## src/rtl/sram_access_seq.sv

```systemverilog
// -----------------------------------------------------------------------------
// sram_access_seq
//
// Sequences one SRAM access per request coming from the memory control FSM.
// Each accepted request walks through a precharge phase, a wordline (ACCESS)
// phase of WL_CYCLES cycles and a one-cycle COMPLETE phase. A behavioural
// model of the cell array is included so that writes and reads can be
// observed end to end through the registered read-data output.
//
// Ports:
//   clk        system clock, all state updates on the rising edge
//   rst_n      asynchronous active-low reset (clears state, fields, array)
//   valid      request strobe, sampled on the rising edge
//   rw         request type sampled with valid: 1 = write, 0 = read
//   addr       word address sampled with valid
//   din        write data sampled with valid
//   precharge  bitline precharge enable (PRECH phase)
//   wl         one-hot wordline enables (ACCESS phase)
//   we         write driver enable (ACCESS phase of a write)
//   sense_en   sense amplifier enable (ACCESS phase of a read)
//   dout       registered read data, updated only when a read commits
//   done       one-cycle completion pulse (COMPLETE phase)
//   busy       request in flight (PRECH/ACCESS); valid is not accepted
//   overrun    sticky flag: a valid arrived while busy
// -----------------------------------------------------------------------------
module sram_access_seq #(
   parameter int ADDR_W    = 4,
   parameter int DATA_W    = 8,
   parameter int WL_CYCLES = 2   // legal range 1..15
) (
   input  logic                  clk,
   input  logic                  rst_n,
   input  logic                  valid,
   input  logic                  rw,
   input  logic [ADDR_W-1:0]     addr,
   input  logic [DATA_W-1:0]     din,
   output logic                  precharge,
   output logic [2**ADDR_W-1:0]  wl,
   output logic                  we,
   output logic                  sense_en,
   output logic [DATA_W-1:0]     dout,
   output logic                  done,
   output logic                  busy,
   output logic                  overrun
);

   localparam int DEPTH = 2**ADDR_W;

   // Counter is sized for the full legal WL_CYCLES range (max load 14).
   localparam logic [3:0] CNT_INIT = 4'(WL_CYCLES - 1);

   typedef enum logic [1:0] {
      IDLE     = 2'd0,
      PRECH    = 2'd1,
      ACCESS   = 2'd2,
      COMPLETE = 2'd3
   } state_t;

   state_t              state_reg, state_next;
   logic [3:0]          cnt_reg, cnt_next;
   logic                rw_reg;
   logic [ADDR_W-1:0]   addr_reg;
   logic [DATA_W-1:0]   din_reg;
   logic [DATA_W-1:0]   dout_reg;
   logic                overrun_reg;
   logic                accept;   // latch a new request at this edge
   logic                commit;   // last ACCESS edge: write or read the array
   logic                busy_int;

   logic [DATA_W-1:0]   mem [DEPTH];

   // -------------------------------------------------------------------------
   // Next-state logic
   // -------------------------------------------------------------------------
   always_comb begin
      state_next = state_reg;
      cnt_next   = cnt_reg;
      accept     = 1'b0;
      commit     = 1'b0;
      case (state_reg)
         IDLE: begin
            if (valid) begin
               accept     = 1'b1;
               state_next = PRECH;
            end
         end
         PRECH: begin
            state_next = ACCESS;
            cnt_next   = CNT_INIT;
         end
         ACCESS: begin
            if (cnt_reg == 4'd0) begin
               commit     = 1'b1;
               state_next = COMPLETE;
            end else begin
               cnt_next = cnt_reg - 4'd1;
            end
         end
         COMPLETE: begin
            // A request arriving here chains straight into PRECH.
            if (valid) begin
               accept     = 1'b1;
               state_next = PRECH;
            end else begin
               state_next = IDLE;
            end
         end
         default: state_next = IDLE;
      endcase
   end

   // -------------------------------------------------------------------------
   // State, counter, latched request fields, read data and overrun flag
   // -------------------------------------------------------------------------
   always_ff @(posedge clk or negedge rst_n) begin
      if (!rst_n) begin
         state_reg   <= IDLE;
         cnt_reg     <= 4'd0;
         rw_reg      <= 1'b0;
         addr_reg    <= '0;
         din_reg     <= '0;
         dout_reg    <= '0;
         overrun_reg <= 1'b0;
      end else begin
         state_reg <= state_next;
         cnt_reg   <= cnt_next;
         if (accept) begin
            rw_reg   <= rw;
            addr_reg <= addr;
            din_reg  <= din;
         end
         if (commit && !rw_reg)
            dout_reg <= mem[addr_reg];
         if (valid && busy_int)
            overrun_reg <= 1'b1;
      end
   end

   // -------------------------------------------------------------------------
   // Cell array model. It clears on reset so an aborted write leaves no trace.
   // -------------------------------------------------------------------------
   always_ff @(posedge clk or negedge rst_n) begin
      if (!rst_n) begin
         for (int i = 0; i < DEPTH; i++)
            mem[i] <= '0;
      end else if (commit && rw_reg) begin
         mem[addr_reg] <= din_reg;
      end
   end

   // -------------------------------------------------------------------------
   // Moore output decode from registered state and latched fields
   // -------------------------------------------------------------------------
   assign busy_int  = (state_reg == PRECH) || (state_reg == ACCESS);
   assign busy      = busy_int;
   assign precharge = (state_reg == PRECH);
   assign we        = (state_reg == ACCESS) &&  rw_reg;
   assign sense_en  = (state_reg == ACCESS) && !rw_reg;
   assign done      = (state_reg == COMPLETE);
   assign dout      = dout_reg;
   assign overrun   = overrun_reg;

   genvar gi;
   generate
      for (gi = 0; gi < DEPTH; gi++) begin : g_wl
         assign wl[gi] = (state_reg == ACCESS) && (addr_reg == ADDR_W'(gi));
      end
   endgenerate

endmodule
```

## config.mk

```make
export PLATFORM = sky130hd
export DESIGN_NAME = sram_access_seq
export DESIGN_NICKNAME = d
export VERILOG_FILES = /design/src/rtl/sram_access_seq.sv
export SDC_FILE = /design/constraint.sdc
export NUM_CORES = 1
export LEC_CHECK = 0
export ABC_AREA = 1
export BUFFER_PORTS_ARGS = -buffer_cell sky130_fd_sc_hd__buf_2
export CAP_MARGIN = 20
export CELL_PAD_IN_SITES_DETAIL_PLACEMENT = 2
export CELL_PAD_IN_SITES_GLOBAL_PLACEMENT = 2
export CORE_MARGIN = 3
export CORE_UTILIZATION = 39
export CTS_CLUSTER_DIAMETER = 50
export DETAILED_ROUTE_END_ITERATION = 6
export PLACE_DENSITY = 0.81
export SYNTH_ARGS = -nofsm -noshare
export SYNTH_HDL_FRONTEND = slang
export SYNTH_SLANG_ARGS = --single-unit
```

## constraint.sdc

```tcl
create_clock -name clk -period 3 [get_ports clk]
set_input_delay 0.15 -clock clk [delete_from_list [all_inputs] [get_ports clk]]
set_output_delay 0.15 -clock clk [all_outputs]
set_load 0.005 [all_outputs]
```

======== Word-level counts from Yosys, hierarchy flattened ========
Index checks and enable logic that the tools add are counted.
cells by class
  add/subtract/negate cells ............... 1
  multiply operators ...................... 0
  divide/modulo/power cells ............... 0
  order comparisons ....................... 2
  equality and inequality tests ........... 21
  shift-type cells ........................ 0
  muxes and demuxes ....................... 16
  bitwise gates (word level) .............. 1
  reduce and logical (&&, ||, !) cells .... 31
operators by type and width
  operator             number
  $bwmux 128           1
  $bmux 8 s4           1
  $demux 8 s4          1
  $eq 4x4->1 const B   8
  $mux 8               3
  $logic_and 1x1->1    22
  $eq 4x3->1 const B   4
  $eq 4x2->1 const B   2
  $logic_not 4->1      2
  $pmux 2 s4           1
  $pmux 4 s2           1
  $ne 2x2->1 const B   3
  $ge 5x5->1 const B   1
  $lt 5x1->1 const B   1
  $mux 1               5
  $not 4->5            1
  $eq 2x2->1 const B   2
  $eq 4x1->1 const B   1
  $mux 2               2
  $mux 4               1
  $reduce_and 2->1     2
  $sub 4x1->4 const B  1
  $eq 2x1->1 const B   1
  $logic_not 2->1      1
  other kinds (4)      4
word-level totals
  register bits ........................... 156
  bits in latches ......................... 0
  RAM bits ................................ 0
  bits in read-only memories .............. 0
  input bits .............................. 16
  output and inout port bits .............. 30
  word-level logic and storage cells ...... 95
  memories ................................ 0

======== Depth between registers and ports, before layout ========
  word-level depth ........................ 6
  mapped depth ............................ 11
  gate-level depth less buffers ........... 9

======== Worst setup path after synthesis ========
Ideal clock, no wire load.
  kind .................................... reg-to-reg
  from .................................... reg state_reg[0]
  to ...................................... reg mem[53] (netlist name)
  setup time .............................. 0.133 ns
  arrival time ............................ 1.590 ns
  required time ........................... 2.867 ns
  path slack .............................. 1.276 ns
  stages on the path, launching flop included .. 10
  path buffers ............................ 2
  period minus slack after synthesis ...... 1.724 ns
  path through ............................ dfrtp_1 > inv_1 > ha_1 > nand2_1 > nor2_4 > buf_12 > nand4_4 > buf_2 > nand2_1 > o21ai_0
between the ends
  longest elaborated chain between the ends .. 3
ends and longest elaborated chain
  item                            line  text
  start: declaration              59    state_t state_reg, state_next;
  start signal: assignment        125   state_reg <= state_next;
  $eq 2x2->1                      80    case (state_reg)
  $mux 1                          80
  $logic_and 1x1->1               146   end else if (commit && rw_reg) begin
  end signal: indexed assignment  147   mem[addr_reg] <= din_reg;
  end: declaration                70    logic [DATA_W-1:0] mem [DEPTH];
No other way between the ends.
A chain may end at the register's enable or synchronous reset.

======== Worst setup path after layout ========
  from .................................... reg state_reg[0]
  to ...................................... reg mem[93] (netlist name)
The elaborated chain is that of the path after synthesis.

==> metrics <==
Area Growth Syn to Fin 14.09%; CTS H-Tree Depth 4; drt wl/cell 21.64 µm; starting density of the core 40.56%; Syn Inst Count 920; post-detail-place hpwl 15.68 mm; Congestion Overflow GR 0; Static Leakage 4.161 nW; Starting DRT DRC Count 413; Fin. Hold Viols 0; worst rel slew slack 35.63%; worst min-delay path class primary input to flip-flop; clk_skew 0.007365 ns; cell taking the most area after synthesis dfrtp_1; Setup crit start kind flip-flop; WL final 25.78 mm; max-slew violation count 0; Nets 971; CTS tree yes; met2 Resource Use GR 46.01%; post-synthesis sequential area ratio 52.32%; most frequent cell after synthesis nand2_1; total die area 0.02083 mm²; ranking of synthesized cells by area dfrtp_1 52%, nand2_1 20%, o21ai_0 8.2%; clock slew at reported path FFs 0.06 ns; Post-synth EDFFs 0; ANT cells 0; Setup TNS 0 ns; met3 usage 3.638%; DR DRC count 0; Worst-Skew Late Latency 0.43 ns; grt met1 use 34.25%; max FFs per register 128; WS Path Type flip-flop to flip-flop; vias in the first global route 7,510; PD cells 1005 mW/mm²; Post-synth top cells 396 x nand2_1, 156 x dfrtp_1, 122 x o21ai_0, 42 x nand3_1, 37 x nor2_1; Final period util 85.55%; Antenna Violating Nets Remaining 0; share of layout cells above drive strength 1 11.85%; Vias/cell 5.527; hold wc startpoint addr[0]; Mapped Avg Cell Area 8.110 µm²; fmax 389.7 MHz; gr usage total 26.27%; final cell count without fillers 1,191; CTS resizes 0; r2r setup slk 0.43 ns; asr flop ratio synth 100.0%; Yosys cell types 26; Port Buffers 45; Max-cap violations 0; Post-CTS Hold Buffers 10; Syn Std Cell Area 0.007461 mm²; Placed Cells 1,149; largest net degree at the start of global routing 75; Worst IR Drop VDD 0.7344 mV; setup bufs post-CTS 0; wire length of the first global-routing pass 42.06 mm; crit end category flip-flop; outcome complete, no violations; post-synthesis register bit count 156; drt pass-1 iters 5; fill cell count 2,054; YS warnings 0; Worst Reg-to-Reg Cells 6; Synth top area share 52.32%; Top Ports 46; CTS Buf Count 17; most used routing layer met2; final setup violating endpoints 0; Total Power 8.550 mW; Hold Path Sink addr_reg[0]; routability congestion estimate from global placement 0.8130; Site Rows 49; CTS root buf clkbuf_16; CP required 3.32 ns; Mapped Nets 942; reg-to-reg endpoint mem[93]; clock sinks 156; RSZ-0062 raised after global routing false; Die Ht 144.3 µm; worst r2r src state_reg[0]; initial antenna violation count 0; maximum root-to-sink buffer count 2; DR vias 6,583; Max FO, Critical Path 16; Core Area 0.01839 mm²; hold depth 3; Worst Max-Slew Pin Slew 0.9655 ns; Top FF cell, synth dfrtp_1; die width 144.3 µm; min Tclk post-route 2.566 ns; crit path DAT 2.89 ns
power by group:
group	total, mW	switching (mW)	internal, mW
clock	2.33	0.912	1.42
combinational	3.10	2.32	0.772
sequential	3.12	0.387	2.74
final cells by class:
| type | instances | area (µm²) | area share, % |
|---|---|---|---|
| tap | 229 | 286.5 | 3.366 |
| clock buffer | 22 | 494.2 | 5.806 |
| inverter | 25 | 93.84 | 1.102 |
| multi-input combinational | 679 | 3126 | 36.72 |
| clock inverter | 10 | 136.4 | 1.602 |
| sequential | 156 | 3906 | 45.89 |
| timing repair buffer | 70 | 469.2 | 5.512 |
worst max-delay path, stage by stage, from the launching register on:
cell and delay, ns:
dfrtp_1 0.41, inv_1 0.15, ha_1 0.26, nand2_1 0.14, nor2_4 0.53, nand4_1 0.59
o21ai_0 0.39
routing by layer:
metal	wire (µm)	part of all wire, %
met5	0	0
met4	377	1.5
met3	714	2.8
met2	13050	51
met1	11640	45
logic make-up after synthesis:
group / share of synthesized area [%]
adders and majority gates: 1.006
and+or+nand+nor: 30.20
buffers and inverters: 5.786
DFF: 52.32
AOI/OAI and AO/OA: 10.15
muxes: 0.3018
xor gates and xnor gates: 0.2348
through the flow:
step / hold WS [ns] / util, % / instance area (µm²) / setup WS (ns)
finish: 0.004035 / 46.28 / 8512 / 0.4336
detailed placement: 0.2250 / 42.31 / 7781 / 0.4518
floorplan: -0.1456 / - / 7461 / 1.276
global placement: 0.2044 / 42.31 / 7781 / 0.6817
CTS: 0.005745 / 46.28 / 8512 / 0.3867
global route: 0.009168 / 46.28 / 8512 / 0.1930
how the worst max path moves through the flow:
stage,startpoint,to,slack (ns),cells after the start
global route,state_reg[0],mem[93],0.19,6
detailed placement,state_reg[0],mem[93],0.45,6
finish,state_reg[0],mem[93],0.43,6
CTS,state_reg[0],mem[93],0.39,6
global placement,state_reg[0],mem[90],0.68,7
floorplan,state_reg[0],mem[53],1.28,9
layout by cell type, fill, tap and decap left out, drive strengths merged:
cell type	instances
dlygate4sd3	10
nor3	17
a21oi	13
clkbuf	22
a21o	1
ha	6
mux2	2
bufinv	3
nand4	24
xor2	2
clkinvlp	3
nor2	39
nand3	43
o22ai	3
inv	25
buf	60
dfrtp	156
nand2	396
clkinv	4
o21ai	133
Power figures use the tool's default switching activity.
